<file path="config.mk">
export PLATFORM = sky130hd
export DESIGN_NAME = cam_capture_rgb444
export DESIGN_NICKNAME = d
export VERILOG_FILES = /design/src/rtl/cam_pkg.sv /design/src/rtl/cam_sync_edge.sv /design/src/rtl/cam_capture_rgb444.sv
export SDC_FILE = /design/constraint.sdc
export NUM_CORES = 1
export LEC_CHECK = 0
export CAP_MARGIN = 20
export CORE_MARGIN = 1
export CORE_UTILIZATION = 49
export CTS_BUF_LIST = sky130_fd_sc_hd__clkbuf_16
export CTS_CLUSTER_DIAMETER = 80
export CTS_CLUSTER_SIZE = 20
export DETAILED_ROUTE_END_ITERATION = 10
export GPL_TIMING_DRIVEN = 0
export PLACE_DENSITY_LB_ADDON = 0.3
export SETUP_SLACK_MARGIN = 0.1
export SLEW_MARGIN = 20
export SYNTH_ARGS = -nofsm -noshare
export SYNTH_HDL_FRONTEND = slang
export SYNTH_SLANG_ARGS = --single-unit
</file>
<file path="constraint.sdc">
create_clock -name pclk -period 1.95 [get_ports pclk]
set_input_delay 0.39 -clock pclk [delete_from_list [all_inputs] [get_ports pclk]]
set_output_delay 0.39 -clock pclk [all_outputs]
set_load 0.01 [all_outputs]
</file>
<file path="src/rtl/cam_pkg.sv">
// -----------------------------------------------------------------------------
// cam_pkg
// Shared definitions for the OV7670-class camera capture stage:
//   - default stored frame geometry (QQVGA 160x120) and pixel count
//   - capture FSM state encoding
//   - RGB444 nibble field positions inside a packed pixel
//   - colour-bar constants and a selector for the optional test pattern
// -----------------------------------------------------------------------------
package cam_pkg;

    // Stored frame geometry. Address NPIX itself is never written by the
    // capture stage; the display side reads it as the black pixel.
    localparam int IMG_W_DEFAULT = 160;
    localparam int IMG_H_DEFAULT = 120;
    localparam int NPIX          = IMG_W_DEFAULT * IMG_H_DEFAULT;

    // Capture FSM states.
    typedef enum logic [1:0] {
        ST_IDLE    = 2'd0,
        ST_WAIT_VS = 2'd1,
        ST_SYNC    = 2'd2,
        ST_CAPTURE = 2'd3
    } cam_state_t;

    // RGB444 layout: {R[3:0], G[3:0], B[3:0]}.
    localparam int NIB   = 4;
    localparam int R_LSB = 8;
    localparam int G_LSB = 4;
    localparam int B_LSB = 0;

    // Vertical colour bars, 32 columns wide each.
    localparam logic [11:0] COL_WHITE   = 12'hFFF;
    localparam logic [11:0] COL_YELLOW  = 12'hFF0;
    localparam logic [11:0] COL_CYAN    = 12'h0FF;
    localparam logic [11:0] COL_GREEN   = 12'h0F0;
    localparam logic [11:0] COL_MAGENTA = 12'hF0F;
    localparam logic [11:0] COL_BLACK   = 12'h000;

    // Colour of bar number idx (column / 32). Only 0..4 occur for a
    // 160-pixel line; anything beyond falls back to black.
    function automatic logic [11:0] bar_colour(input logic [2:0] idx);
        logic [11:0] c;
        case (idx)
            3'd0:    c = COL_WHITE;
            3'd1:    c = COL_YELLOW;
            3'd2:    c = COL_CYAN;
            3'd3:    c = COL_GREEN;
            3'd4:    c = COL_MAGENTA;
            default: c = COL_BLACK;
        endcase
        return c;
    endfunction

endpackage

</file>
<file path="src/rtl/cam_sync_edge.sv">
// -----------------------------------------------------------------------------
// cam_sync_edge
// Input register stage for the camera pins plus edge pulses.
// Everything downstream works from the registered copies so that the byte,
// HREF and VSYNC seen by the packer are always mutually aligned.
//
// Ports:
//   pclk     in   camera pixel clock
//   rst_n    in   asynchronous reset, active low
//   vsync    in   camera VSYNC pin
//   href     in   camera HREF pin
//   px_data  in   camera data byte
//   vs_q     out  registered VSYNC
//   hr_q     out  registered HREF
//   px_q     out  registered data byte
//   vs_rise  out  high for one cycle when vs_q goes 0->1
//   hr_fall  out  high for one cycle when hr_q goes 1->0
// -----------------------------------------------------------------------------
module cam_sync_edge (
    input  logic       pclk,
    input  logic       rst_n,
    input  logic       vsync,
    input  logic       href,
    input  logic [7:0] px_data,
    output logic       vs_q,
    output logic       hr_q,
    output logic [7:0] px_q,
    output logic       vs_rise,
    output logic       hr_fall
);

    // Second stage holds the previous registered level for edge detection.
    logic vs_qq;
    logic hr_qq;

    always_ff @(posedge pclk or negedge rst_n) begin
        if (!rst_n) begin
            vs_q  <= 1'b0;
            hr_q  <= 1'b0;
            px_q  <= 8'h00;
            vs_qq <= 1'b0;
            hr_qq <= 1'b0;
        end else begin
            vs_q  <= vsync;
            hr_q  <= href;
            px_q  <= px_data;
            vs_qq <= vs_q;
            hr_qq <= hr_q;
        end
    end

    assign vs_rise = vs_q & ~vs_qq;
    assign hr_fall = hr_qq & ~hr_q;

endmodule

</file>
<file path="src/rtl/cam_capture_rgb444.sv">
// -----------------------------------------------------------------------------
// cam_capture_rgb444
// Capture stage between an OV7670-class camera and a dual-port frame buffer.
// Two consecutive camera bytes form one RGB444 pixel which is written to the
// buffer at row*IMG_W + col. Only whole frames are captured: after enabling,
// the block waits for a complete VSYNC high->low sequence before it starts.
//
// Optional feature (macro CAM_TEST_PATTERN_EN):
//   defined   -> data_in carries vertical colour bars selected by col[7:5];
//                camera bytes only pace the writes.
//   undefined -> data_in carries the packed camera pixel.
//
// Ports:
//   pclk        in   camera pixel clock (only clock)
//   rst_n       in   asynchronous reset, active low
//   cap_en      in   capture enable (level)
//   vsync       in   camera VSYNC, high = vertical blanking
//   href        in   camera HREF, high = valid line bytes
//   px_data     in   camera data byte
//   addr_in     out  buffer write address (holds when regwrite=0)
//   data_in     out  buffer write data {R,G,B} (holds when regwrite=0)
//   regwrite    out  buffer write enable, one cycle per pixel
//   frame_done  out  one-cycle pulse at the end of a captured frame
//   busy        out  high while capturing a frame
//   overflow    out  sticky: camera sent more pixels/lines than stored
// -----------------------------------------------------------------------------
module cam_capture_rgb444
    import cam_pkg::*;
#(
    parameter int AW    = 15,
    parameter int DW    = 12,
    parameter int IMG_W = IMG_W_DEFAULT,
    parameter int IMG_H = IMG_H_DEFAULT
) (
    input  logic          pclk,
    input  logic          rst_n,
    input  logic          cap_en,
    input  logic          vsync,
    input  logic          href,
    input  logic [7:0]    px_data,
    output logic [AW-1:0] addr_in,
    output logic [DW-1:0] data_in,
    output logic          regwrite,
    output logic          frame_done,
    output logic          busy,
    output logic          overflow
);

    // Column counter must be able to hold IMG_W itself (the "line full"
    // value) and row counter IMG_H, so both get one extra code point.
    localparam int CW = $clog2(IMG_W + 1);
    localparam int RW = $clog2(IMG_H + 1);

    // ------------------------------------------------------------------
    // Registered camera inputs and edge pulses
    // ------------------------------------------------------------------
    logic       vs_q;
    logic       hr_q;
    logic [7:0] px_q;
    logic       vs_rise;
    logic       hr_fall;

    cam_sync_edge u_sync_edge (
        .pclk    (pclk),
        .rst_n   (rst_n),
        .vsync   (vsync),
        .href    (href),
        .px_data (px_data),
        .vs_q    (vs_q),
        .hr_q    (hr_q),
        .px_q    (px_q),
        .vs_rise (vs_rise),
        .hr_fall (hr_fall)
    );

    // ------------------------------------------------------------------
    // Capture FSM
    // ------------------------------------------------------------------
    cam_state_t state_reg;
    cam_state_t state_next;
    logic       sync_start;   // SYNC -> CAPTURE this cycle
    logic       frame_end;    // CAPTURE ends this cycle

    always_ff @(posedge pclk or negedge rst_n) begin
        if (!rst_n) begin
            state_reg <= ST_IDLE;
        end else begin
            state_reg <= state_next;
        end
    end

    always_comb begin
        state_next = state_reg;
        sync_start = 1'b0;
        frame_end  = 1'b0;
        case (state_reg)
            ST_IDLE: begin
                if (cap_en) begin
                    state_next = ST_WAIT_VS;
                end
            end
            // Waiting for blanking first guarantees we never join a frame
            // that is already streaming.
            ST_WAIT_VS: begin
                if (vs_q) begin
                    state_next = ST_SYNC;
                end
            end
            ST_SYNC: begin
                if (!vs_q) begin
                    state_next = ST_CAPTURE;
                    sync_start = 1'b1;
                end
            end
            // cap_en is only consulted at frame end, so dropping it
            // mid-frame lets the current frame finish.
            ST_CAPTURE: begin
                if (vs_rise) begin
                    frame_end  = 1'b1;
                    state_next = cap_en ? ST_SYNC : ST_IDLE;
                end
            end
            default: begin
                state_next = ST_IDLE;
            end
        endcase
    end

    // ------------------------------------------------------------------
    // Byte packer, counters and buffer write port
    // ------------------------------------------------------------------
    logic [CW-1:0] col_reg;
    logic [RW-1:0] row_reg;
    logic [AW-1:0] row_base_reg;   // row * IMG_W, kept by accumulation
    logic          phase_reg;      // 0: expecting first byte of a pixel
    logic [3:0]    red_reg;
    logic [AW-1:0] addr_reg;
    logic [DW-1:0] data_reg;
    logic          regwrite_reg;
    logic          frame_done_reg;
    logic          overflow_reg;

    logic          pack_en;
    logic          pix_in_range;
    logic [DW-1:0] pixel;

    // The cycle in which VSYNC rises closes the frame; a half-assembled
    // pixel still in flight at that moment is discarded.
    assign pack_en      = (state_reg == ST_CAPTURE) && !vs_rise;
    assign pix_in_range = (col_reg < CW'(IMG_W)) && (row_reg < RW'(IMG_H));

`ifdef CAM_TEST_PATTERN_EN
    // Bars are 32 columns wide: bar index is the column divided by 32.
    always_comb begin
        pixel = DW'(bar_colour(3'(col_reg >> 5)));
    end
`else
    // Byte 0 carries red in its low nibble, byte 1 carries {G,B}.
    always_comb begin
        pixel                = '0;
        pixel[R_LSB +: NIB]  = red_reg;
        pixel[G_LSB +: NIB]  = px_q[7:4];
        pixel[B_LSB +: NIB]  = px_q[3:0];
    end
`endif

    always_ff @(posedge pclk or negedge rst_n) begin
        if (!rst_n) begin
            col_reg        <= '0;
            row_reg        <= '0;
            row_base_reg   <= '0;
            phase_reg      <= 1'b0;
            red_reg        <= 4'h0;
            addr_reg       <= '0;
            data_reg       <= '0;
            regwrite_reg   <= 1'b0;
            frame_done_reg <= 1'b0;
            overflow_reg   <= 1'b0;
        end else begin
            regwrite_reg   <= 1'b0;
            frame_done_reg <= frame_end;

            if (sync_start) begin
                col_reg      <= '0;
                row_reg      <= '0;
                row_base_reg <= '0;
                phase_reg    <= 1'b0;
                overflow_reg <= 1'b0;
            end else if (pack_en) begin
                if (hr_q) begin
                    if (!phase_reg) begin
                        red_reg   <= px_q[3:0];
                        phase_reg <= 1'b1;
                    end else begin
                        phase_reg <= 1'b0;
                        if (pix_in_range) begin
                            regwrite_reg <= 1'b1;
                            addr_reg     <= row_base_reg + AW'(col_reg);
                            data_reg     <= pixel;
                            col_reg      <= col_reg + 1'b1;
                        end else begin
                            // col saturates at IMG_W and row at IMG_H,
                            // so every surplus pixel lands here.
                            overflow_reg <= 1'b1;
                        end
                    end
                end else if (hr_fall) begin
                    // A line without a single complete pixel does not
                    // advance the row. Row stops at IMG_H so row_base
                    // can never wrap into valid addresses.
                    if ((col_reg != '0) && (row_reg < RW'(IMG_H))) begin
                        row_reg      <= row_reg + 1'b1;
                        row_base_reg <= row_base_reg + AW'(IMG_W);
                    end
                    col_reg   <= '0;
                    phase_reg <= 1'b0;
                end
            end
        end
    end

    assign addr_in    = addr_reg;
    assign data_in    = data_reg;
    assign regwrite   = regwrite_reg;
    assign frame_done = frame_done_reg;
    assign overflow   = overflow_reg;
    assign busy       = (state_reg == ST_CAPTURE);

endmodule

</file>
After elaboration in Yosys (flattened, before gate mapping):

Cells that the tools add are included.

* add/sub/neg operators: 4
* $lt $le $gt $ge: 2
* eq/ne operators: 11
* multiplexer cells: 41
* bitwise operators: 6
* reduce and logical (&&, ||, !) cells: 19

Operators with widths (count)
* two-way mux 15 bit: 5
* two-way mux 8 bit: 6
* two-way mux 7 bit: 5
* AND reduction 4 bit: 5
* two-way mux 1 bit: 19
* adder 15 x 8 -> 15 bit: 1
* adder 15 x 8 -> 15 bit, second input constant: 1
* two-way mux 2 bit: 5
* nonzero test 2 bit: 5
* adder 8 x 1 -> 8 bit, second input constant: 1
* < comparator 8 bit, second input constant: 1
* != test 2 bit, second input constant: 4
* one-hot mux 2 bit (4 select lines): 1
* nonzero test 8 bit: 1
* adder 7 x 1 -> 7 bit, second input constant: 1
* < comparator 7 bit, second input constant: 1
* != test 3 bit, second input constant: 2
* AND reduction 5 bit: 1
* == test 2 bit, second input constant: 2
* != test 2 x 1 -> 1 bit, second input constant: 2
* NOT 1 bit: 4
* logical AND 1 bit: 3
* nonzero test 3 bit: 1
* bitwise AND 1 bit: 2
* 4 further kinds: 4

* bits in registers: 79
* input port bits: 13
* output and inout bits: 31
* word-level logic and storage cells: 99

Longest topological paths before layout:

* depth in word-level cells: 7
* gate-level depth with buffers: 8
* mapped depth without buffers: 6

Cells and area by module:

A second synthesis with hierarchy kept.

* cells, all modules: 326
* area total of the unflattened synthesis: 3352.0 um^2

Modules (own cells, without submodules)
* cam_capture_rgb444: instances 1, cells each 312, area each 3024.2 um^2, sequential area each 1551.5 um^2
* cam_sync_edge: instances 1, cells each 14, area each 327.8 um^2, sequential area each 300.3 um^2

Least setup slack after synthesis:

Ideal clock, no wire load.

* path kind: register to register
* start point: register col_reg[6]
* end point: register addr_reg[9] (netlist: addr_in[9])
* library setup time: 0.127 ns
* data arrival time: 1.806 ns
* required time: 1.823 ns
* path slack: 0.016 ns
* stages on the path, launching flop included: 6
* buffers on the path: 0
* period minus slack after synthesis: 1.934 ns
* path through: dfrtp_1 > ha_1 > a211oi_1 > nor2_1 > xor2_1 > mux2_1

* cells in the longest elaborated chain, start to end: 3
* elaborated cells on any way between the ends: 4
* those cells by class: add/sub (1); order compare (1); reduce/logical (2)

Ends and longest elaborated chain
* start: declaration: RTL line cam_capture_rgb444.sv:132 `logic [CW-1:0] col_reg;`
* start signal: assignment: RTL line cam_capture_rgb444.sv:200 `col_reg <= col_reg + 1'b1;`
* < comparator 8 bit: RTL line cam_capture_rgb444.sv:150 `assign pix_in_range = (col_reg < CW'(IMG_W)) && (row_reg < RW'(IMG_H));`
* logical AND 1 bit: RTL line cam_capture_rgb444.sv:150
* AND reduction 5 bit (no line)
* end signal: assignment: RTL line cam_capture_rgb444.sv:198 `addr_reg <= row_base_reg + AW'(col_reg);`
* end: declaration: RTL line cam_capture_rgb444.sv:137 `logic [AW-1:0] addr_reg;`

Several ways; a longest one is shown, not always the timed one.
A chain may end at the register's enable or synchronous reset.

Worst setup path after layout:

* start point: register u_sync_edge.vs_q
* end point: register data_reg[1] (netlist: data_in[1])

* cells in the longest elaborated chain, start to end: 4
* elaborated cells on any way between the ends: 7
* those cells by class: mux (2); bitwise (2); reduce/logical (3)

Ends and longest elaborated chain
* start: declaration: RTL line cam_sync_edge.sv:25 `output logic vs_q,`
* start signal: assignment: RTL line cam_sync_edge.sv:44 `vs_q <= vsync;`
* two-way mux 1 bit or bitwise AND 1 bit (tied branches): RTL line cam_capture_rgb444.sv:110, cam_sync_edge.sv:52
* two-way mux 1 bit or zero test 1 bit (tied branches): RTL line cam_capture_rgb444.sv:96, cam_capture_rgb444.sv:149
* NOT 1 bit (no line) or logical AND 1 bit (tied branches)
* AND reduction 5 bit (no line) *
* end signal: assignment: RTL line cam_capture_rgb444.sv:199 `data_reg <= pixel;`
* end: declaration: RTL line cam_capture_rgb444.sv:138 `logic [DW-1:0] data_reg;`

Every way passes the cells marked *; elsewhere a longest branch is shown, timed or not.

==> impl_metrics.tcl <==
set metrics [dict create \
    async_flop_share 1.00 \
    synthXorXnorAreaFrac 0.0206 \
    yosys.area_share.simple 0.128 \
    regToRegSetupSlack_ps 60 \
    first_pass_iters 4 \
    first_iter_violations 152 \
    grt_pass1_wl_um 12600 \
    place_ws_ps -234 \
    nFillCells 441 \
    p_comb_frac 0.341 \
    die_y_um 85.3 \
    crit_family "simple AND/OR/NAND/NOR gates" \
    cts_max_level 3 \
    antenna_found_initial 0 \
    rsz0062_at_grt "yes" \
    power_frac_clock 0.298 \
    worstPathCellList "nor2b_2 -> or3_1 -> buf_6 -> nor2_4 -> buf_6 -> buf_12 -> mux2_1" \
    setup_viol 0 \
    syn_area_per_cell_sq_um 11.9 \
    wl_um 7890 \
    post_drt_wl_per_cell_um 17.8 \
    clkTransAtPathRegs_ps 60 \
    synth_edf_count 0 \
    seqPwrFrac 0.360 \
    worstPathMaxFanout 9 \
    crit_buf_inv 3 \
    syn_to_final_growth_pct 38.6 \
    cp_slowest_cell "dfrtp_1" \
    core-area_sq_mm 0.00653 \
    hold_start "u_sync_edge.px_q[6]$_DFF_PN0_" \
    fin_skew_ps 4.30 \
    hold_path.class "register to register" \
    ys_seq_area_frac 0.545 \
    slew_viol_final 0 \
    critPathLaunchType "register" \
    viasPerCell 5.97 \
    die_x_um 85.3 \
    crit_path_end_kind "register" \
    reg2reg_from "u_sync_edge.vs_q$_DFF_PN0_" \
    place_hpwl_um 4810 \
    drc_errors 0 \
    synth_nets 305 \
    relSlewSlack 0.493 \
    r2r_cells 7 \
    synth.distinct_cells 56 \
    crit_start "u_sync_edge.vs_q$_DFF_PN0_" \
    cp.required_ps 2170 \
    cap_violations 0 \
    hold_violations 0 \
    cpMostUsedCell "buf_6" \
    synth_top_family_by_area "simple AND/OR/NAND/NOR gates" \
    min_period_ps 1890 \
    cts_sinks 74 \
    cellPowerDensity_mw_per_mm2 1260 \
    clock_path_buffers 2 \
    status "finished, final reports clean" \
    overflow 0 \
    ff_latch_area_sq_mm 0.00186 \
    cts_made_buffers 9 \
    nNetsFinal 382 \
    min_to "data_in[6]$_DFFE_PN0P_" \
    hold_depth 1 \
    r2r_end "data_in[1]$_DFFE_PN0P_" \
    rows 29 \
    setup.worst_path.class "register to register" \
    synth_compound_area_frac 0.122 \
    final_layout_size_suffix_gt1_frac 0.278 \
    worst_pin_slew_ps 755 \
    max_stage_delay_ps 410 \
    synthAdderAreaFrac 0.0258 \
    ioPinCount 44 \
    track_usage 0.227 \
    clk-insertion-delay-late_ps 330 \
    max_clock_freq_ghz 0.529 \
    n_antenna_cell 0 \
    largest_register_ffs 15 \
    start_util 0.520 \
    arrival_ps 2110 \
    netlist_area_sq_mm 0.00340 \
    synth_cells 285 \
    gp_congestion 0.903 \
    ys_seq_elements 74 \
    io_buffer_count 43 \
    synthMuxAreaShare 0.120 \
    p_int_uw 4100 \
    root_buffer "clkbuf_16" \
    vias 2650 \
    yosys_warnings 0 \
    sw_frac_of_total 0.309 \
    final_antenna_net_count 0 \
    hold_ws_ps 457 \
    switchingPower_uw 1840 \
    peakVddDrop_mv 0.786 \
    synthFlopType "dfrtp_1" \
    die_area_sq_mm 0.00727 \
    p_leak_uw 0.00212 \
    fin_ws_ps 58.1 \
    multiInputGateArea_sq_mm 0.00160 \
    grt_pass1_vias 2562 \
    grt_max_degree 48 \
    cts_tree "done" \
    final.period_utilization 0.970 \
]
[power groups by stage]
stage / clock network [uW] / logic [uW] / registers (uW)
floorplan: 0 / 829 / 2180
global placement: 0 / 1540 / 2130
detailed placement: 0 / 1590 / 2150
CTS: 1790 / 1820 / 2120
global route: 1840 / 2170 / 2180
finish: 1770 / 2030 / 2140
[cells in the mapped netlist (2+ instances only)]
cell type,instances,area share
a211oi_1,3,0.0066
a21o_1,6,0.013
a21oi_1,7,0.010
a22o_1,2,0.0052
a31oi_1,8,0.015
and3_1,2,0.0037
buf_2,4,0.0059
buf_4,2,0.0044
buf_6,2,0.0066
clkbuf_1,3,0.0033
dfrtp_1,74,0.54
ha_1,7,0.026
inv_1,12,0.013
mux2_1,23,0.076
mux2_2,8,0.027
mux2i_1,6,0.018
nand2_1,15,0.017
nand2_2,2,0.0037
nand2b_1,4,0.0074
nand3_1,15,0.022
nand4_1,2,0.0037
nor2_1,5,0.0055
nor2_2,2,0.0037
nor2b_1,3,0.0055
nor3_1,6,0.0088
nor3b_1,3,0.0066
nor4_1,5,0.0092
o2111ai_1,2,0.0052
o211ai_1,2,0.0044
o21ai_0,5,0.0074
o21ai_1,5,0.0074
o31ai_1,3,0.0066
o41ai_1,2,0.0052
or3_1,4,0.0074
or4_1,4,0.0088
xnor2_1,2,0.0052
xor2_1,6,0.015
[cells by family (layout without fill, tap and decap cells)]
logic type                 after synthesis  after routing
AOI/OAI and AO/OA                       57             57
xor gates and xnor gates                 8              8
adders and majority gates                7              7
buffers and inverters                   24            106
DFF                                     74             74
muxes                                   37             37
and+or+nand+nor                         78             78
[layout make-up]
class / count / area share
plain buffers: 12 / 0.0274
clock buffers: 9 / 0.0478
clock inverters: 7 / 0.0202
inverters: 12 / 0.00956
multi-input cells: 187 / 0.339
flip-flops and latches: 74 / 0.395
well taps: 77 / 0.0205
repair buffers: 66 / 0.141
[how the worst max path moves through the flow]
stage	to	slack, ps	depth (start not counted)
after CTS	addr_in[14]$_DFFE_PN0P_	70	6
after floorplan	addr_in[10]$_DFFE_PN0P_	120	7
final	data_in[1]$_DFFE_PN0P_	60	7
after global placement	u_sync_edge.px_q[7]$_DFF_PN0_	-2090	1
after global routing	data_in[1]$_DFFE_PN0P_	-10	7
after detailed placement	addr_in[9]$_DFFE_PN0P_	-230	6
[repair_timing]
| item | CTS | global route |
|---|---|---|
| buffers inserted | 13 | 7 |
| pin swaps | 2 | 18 |
| gates cloned | 0 | 1 |
| setup endpoints to repair | 52 | 52 |
| hold buffers | 1 | 0 |
| hold endpoints to repair | 27 | 0 |
| gates resized for setup | 23 | 38 |
[cells in the final DEF, fill, tap and decap left out, types with 7 or more instances in the layout]
cell type / Yosys / layout
nand2_1: 15 / 15
mux2_2: 8 / 8
o21ai_2: 1 / 7
inv_1: 12 / 12
clkdlybuf4s50_1: 0 / 41
nand3_1: 15 / 14
mux2_1: 23 / 21
clkbuf_16: 0 / 10
a31oi_1: 8 / 8
dfrtp_1: 74 / 68
buf_4: 2 / 19
buf_6: 2 / 9
[through the flow]
stage	util	total power, uW	instances	cell area, sq um	TNS [ps]
floorplan	-	3010	285	3410	0
global placement	0.602	3670	405	3930	-155640
detailed placement	0.606	3730	406	3960	-3620
CTS	0.687	5730	436	4490	0
global route	0.721	6190	444	4710	-20.6
finish	0.721	5940	444	4710	0
[routing by layer]
| metal | vias up | track usage | routed length, um |
|---|---|---|---|
| li1 | 1205 | - | - |
| met1 | 1344 | 0.291 | 3330 |
| met2 | 83 | 0.375 | 4060 |
| met3 | 18 | 0.0467 | 310 |
| met4 | 0 | 0.100 | 193 |
| met5 | - | 0 | 0 |
No activity file was read; power rests on OpenSTA's default activity.
